File: src/rtl/dot_mac_pipe.sv
// Pipelined multi-lane multiply-accumulate: registers operands, then lane products,
// then balancing stages, then a final sum/accumulate stage that registers the result.
module dot_mac_pipe #(
  parameter int unsigned WIDTH   = 32,
  parameter int unsigned LANES   = 2,
  parameter int unsigned LATENCY = 3
) (
  input  logic                   clk,
  input  logic                   rst,
  input  logic                   t,
  input  logic [LANES*WIDTH-1:0] a,
  input  logic [LANES*WIDTH-1:0] b,
  input  logic                   acc_en,
  input  logic                   acc_clr,
  output logic [WIDTH-1:0]       result,
  output logic                   result_valid,
  output logic                   busy
);

  if (LANES < 1 || LATENCY < 3) begin : g_param_check
    $error("dot_mac_pipe: LANES must be >= 1 and LATENCY must be >= 3");
  end

  // Product stage 2 plus LATENCY-3 balancing stages.
  localparam int unsigned NumProd = (LATENCY >= 3) ? LATENCY - 2 : 1;

  logic                   s1_valid_q;
  logic                   s1_en_q;
  logic                   s1_clr_q;
  logic [LANES*WIDTH-1:0] s1_a_q;
  logic [LANES*WIDTH-1:0] s1_b_q;

  logic [NumProd-1:0]                         pv_q;
  logic [NumProd-1:0]                         pen_q;
  logic [NumProd-1:0]                         pclr_q;
  logic [NumProd-1:0][LANES-1:0][WIDTH-1:0]   prod_q;
  logic [LANES-1:0][WIDTH-1:0]                prod_d;

  logic [WIDTH-1:0] dot;
  logic [WIDTH-1:0] acc_q, acc_d;
  logic [WIDTH-1:0] result_q, result_d;
  logic             result_valid_q;

  always_ff @(posedge clk or posedge rst) begin
    if (rst) begin
      s1_valid_q <= 1'b0;
      s1_en_q    <= 1'b0;
      s1_clr_q   <= 1'b0;
      s1_a_q     <= '0;
      s1_b_q     <= '0;
    end else begin
      s1_valid_q <= t;
      s1_en_q    <= t & acc_en;
      s1_clr_q   <= t & acc_clr;
      if (t) begin
        s1_a_q <= a;
        s1_b_q <= b;
      end
    end
  end

  always_comb begin
    prod_d = '0;
    for (int i = 0; i < LANES; i++) begin
      prod_d[i] = s1_a_q[i*WIDTH +: WIDTH] * s1_b_q[i*WIDTH +: WIDTH];
    end
  end

  always_ff @(posedge clk or posedge rst) begin
    if (rst) begin
      pv_q   <= '0;
      pen_q  <= '0;
      pclr_q <= '0;
      prod_q <= '0;
    end else begin
      pv_q[0]   <= s1_valid_q;
      pen_q[0]  <= s1_en_q;
      pclr_q[0] <= s1_clr_q;
      prod_q[0] <= prod_d;
      for (int k = 1; k < NumProd; k++) begin
        pv_q[k]   <= pv_q[k-1];
        pen_q[k]  <= pen_q[k-1];
        pclr_q[k] <= pclr_q[k-1];
        prod_q[k] <= prod_q[k-1];
      end
    end
  end

  always_comb begin
    dot = '0;
    for (int i = 0; i < LANES; i++) begin
      dot = dot + prod_q[NumProd-1][i];
    end
  end

  // Accumulator feedback closes within this stage, so consecutive ops chain without bubbles.
  always_comb begin
    acc_d    = acc_q;
    result_d = dot;
    unique case ({pen_q[NumProd-1], pclr_q[NumProd-1]})
      2'b10: begin
        acc_d    = acc_q + dot;
        result_d = acc_q + dot;
      end
      2'b11:   acc_d = dot;
      2'b01:   acc_d = '0;
      default: acc_d = acc_q;
    endcase
  end

  always_ff @(posedge clk or posedge rst) begin
    if (rst) begin
      acc_q          <= '0;
      result_q       <= '0;
      result_valid_q <= 1'b0;
    end else begin
      result_valid_q <= pv_q[NumProd-1];
      if (pv_q[NumProd-1]) begin
        acc_q    <= acc_d;
        result_q <= result_d;
      end
    end
  end

  assign result       = result_q;
  assign result_valid = result_valid_q;
  assign busy         = s1_valid_q | (|pv_q);

endmodule

File: config.mk
export PLATFORM = sky130hd
export DESIGN_NAME = dot_mac_pipe
export DESIGN_NICKNAME = d
export VERILOG_FILES = /design/src/rtl/dot_mac_pipe.sv
export SDC_FILE = /design/constraint.sdc
export NUM_CORES = 2
export LEC_CHECK = 0
export CAP_MARGIN = 20
export CORE_MARGIN = 3
export CORE_UTILIZATION = 60
export CTS_CLUSTER_SIZE = 25
export DETAILED_ROUTE_END_ITERATION = 16
export PLACE_DENSITY_LB_ADDON = 0.15
export SYNTH_ARGS = -nofsm -noshare
export SYNTH_HDL_FRONTEND = slang
export SYNTH_SLANG_ARGS = --single-unit
File: constraint.sdc
create_clock -name clk -period 14.49 [get_ports clk]
set_clock_uncertainty 0.2 [all_clocks]
set_input_delay 4.347 -clock clk [delete_from_list [all_inputs] [get_ports clk]]
set_output_delay 4.347 -clock clk [all_outputs]
set_load 0.05 [all_outputs]
==> impl_results.md <==
- Worst-Margin Slew: 1180 ps
- Crit Reg-Reg Endpoint: prod_q[63]
- Period utilization: between 50% and 60%
- Drt pass-1 iters: 6
- Worst setup SP type: flop
- Largest net degree at the start of global routing: between 150 and 200
- Crit Path Max Fanout: 16
- First-pass GRT wire length: 179000 um
- Antenna violations before repair: 3
- CP Buf/Inv Count: 5
- Max-slew violation count: 0
- DRT Wirelength: between 100000 and 150000 um
- RSZ-0062 raised after global routing: no
- Remaining antenna violation count: 0
- Routability congestion estimate: 0.940
- Average cell area after synthesis: between 9 and 10 um2
- Share of layout cells above drive strength 1: approximately 5.4%
- Row Count: 98
- Die Y: about 280 um
- Nets@finish: between 5000 and 6000
- Clk buf depth: 3
- Syn nets: approximately 5800
- Worst Hold Launch: s1_clr_q
- Sequential element share of the synthesized area: ~15%
- Yosys top cell area share: around 38%
- FF+latch area: roughly 6600 um2
- Synthesis Warnings: 0
- Mapped Cells: roughly 4500
- Required @ worst endpoint: 14700 ps
- FF+latch count, synth: between 200 and 300
- Synth Flop Type: dfrtp_1
- Rel. slew slack: a little over a fifth
- Routed vias: a little over 30000
- Worst Path Arrival: about 8300 ps
- CTS tree: built
- CTS sink cnt: about 260
- # port buffers: roughly 170
- Dominant cell type by area after synthesis: fa_1
- Placed instance area: between 40000 and 50000 um2
- Max Cap Viol: 0
- Hold-fix buffers, CTS: 0
- Number of synthesized flops with an enable pin: 0
- DRT iter0 DRCs: 2128
- All-Layer GR Usage: 30.6%
- Area of the multi-input gates: between 30000 and 40000 um2
- TritonCTS Buffers: 34
- # fillers: about 5800
- Hold Crit Class: flop to flop
- Die ar.: around 76000 um2
- R2R Setup Slk: 6440 ps
- Fin Setup TNS: 0 ps
- Die X-Extent: about 280 um
- Initial Util: approximately three fifths
- Netlist cell types: 64
- IO Pins: between 150 and 200
- Via density per instance: around 5.6
- Skew-Pair Late Insertion Delay: 580 ps
- Post-synthesis cell area: approximately 44000 um2
- Worst hold path endpoint: pclr_q
- Setup-failing EPs final: 0
- Post-route DRC: 0
- Layout Cell Area excl Fill: 47100 um2
- CP delay by family, top: adder cells
- CP endpoint kind: flop
- Synth area leaders: fa_1 38%, dfrtp_1 15%, ha_1 8.9%
- CTS clk-pin slew, worst paths: ~60 ps
- Worst hold stages: 0
- CP dominant cell by count: fa_1
- H-tree depth: 2
- Area growth from synthesis to layout: 8.20%
- Post-CTS Setup Inserts: 0
- Root Buffer: clkbuf_16
- RR Startpoint: s1_a_q[37]
- Max incr delay on CP: between 1000 and 1500 ps
- Outcome: finished, final reports clean
- Vias in the first global route: 33100
- Post-CTS sizing: 0
- Most common cell after layout, fill and taps aside: fa_1
- Placeable Area: 71700 um2
- Final hold violation count: 0
- Total congestion overflow: 0
- Post-synthesis async set-or-reset flop share: 100%
- Post-DR wirelength/cell: 20.0 um
- R2R depth: 26
- Fmax: 124 MHz
- Commonest non-fill, non-tap cells in the layout: 818 x fa_1, 790 x inv_1, 602 x and2_1
- Tmin final: between 8000 and 9000 ps
- Max stage delay cell, worst path: dfrtp_1
- Post-DP HPWL: between 80000 and 90000 um
- Critical path type: flop to flop
cell type report:
class                           instances  share of cell area [%]
Antenna cell                            2                  0.0106
Timing Repair Buffer                  202                    4.19
Tap cell                              950                    2.52
Inverter                              791                    6.32
Multi-Input combinational cell       3238                    70.4
Clock inverter                         16                   0.449
Clock buffer                           45                    2.14
Sequential cell                       263                    14.0
cell families after synthesis:
kind of cell | count (synthesis) | share of synthesized area (%)
XOR/XNOR | 232 | 4.67
buffers and inverters | 1014 | 8.74
AND/OR/NAND/NOR | 1356 | 15.6
flip-flops | 263 | 15.1
multiplexers | 147 | 3.75
adder cells (fa/ha/maj) | 1126 | 46.5
AO/OA/AOI/OAI | 377 | 5.67
Yosys cell counts, drive strengths merged (2+ instances only):
library cell	count
a2111oi	3
a211o	5
a211oi	14
a21o	58
a21oi	110
a221o	3
a221oi	2
a22oi	5
a31oi	29
a41oi	4
and2	602
and3	10
and4	3
buf	7
clkbuf	216
dfrtp	263
fa	818
ha	308
inv	791
mux2	130
mux2i	17
nand2	584
nand2b	12
nand3	14
nand4	7
nor2	87
nor2b	6
nor3	15
nor3b	2
o211ai	8
o21a	18
o21ai	79
o21ba	2
o21bai	18
o221ai	2
o22ai	2
o311ai	2
o31ai	4
or2	3
or3	2
or4	5
xnor2	179
xor2	53
registers in the layout, summed over array words and instances (netlist names):
register      cells
s1_en_q           1
pv_q              1
result_valid      1
s1_valid_q        1
acc_q            32
prod_q           64
pen_q             1
result           32
s1_b_q           64
s1_clr_q          1
pclr_q            1
s1_a_q           64
per-layer routing:
| layer | global-route usage (%) | vias up | part of all wire [%] |
|---|---|---|---|
| met3 | 6.08 | 233 | 7.5 |
| met2 | 49.7 | 1094 | 47 |
| met1 | 41.7 | 15600 | 42 |
| met4 | 9.71 | 2 | 3.6 |
| li1 | - | 13700 | - |
| met5 | 0.642 | - | 0.059 |
how the worst max path moves through the flow:
| stage | start | endpoint | cells after the start |
|---|---|---|---|
| 3_3_place_gp | s1_a_q[38] | prod_q[63] | 23 |
| 4_1_cts | s1_a_q[37] | prod_q[63] | 24 |
| 5_1_grt | s1_a_q[37] | prod_q[63] | 26 |
| 6_report | s1_a_q[37] | prod_q[63] | 26 |
| 3_5_place_dp | s1_a_q[37] | prod_q[63] | 24 |
| 2_1_floorplan | rst | acc_q[0] | 1 |
per-stage QoR:
stage / cells / utilization [%] / hold WS (ps) / setup slack, ps
global route: 5505 / 65.7 / 162 / 6020
CTS: 5504 / 65.6 / 156 / 6540
floorplan: 4515 / - / 131 / 2700
global placement: 5442 / 63.9 / 132 / 6620
detailed placement: 5443 / 63.9 / 142 / 6590
finish: 5507 / 65.7 / 151 / 6440
Power is not shown: default switching activity piles up to over one toggle a cycle in this logic, so the estimate is an artifact.
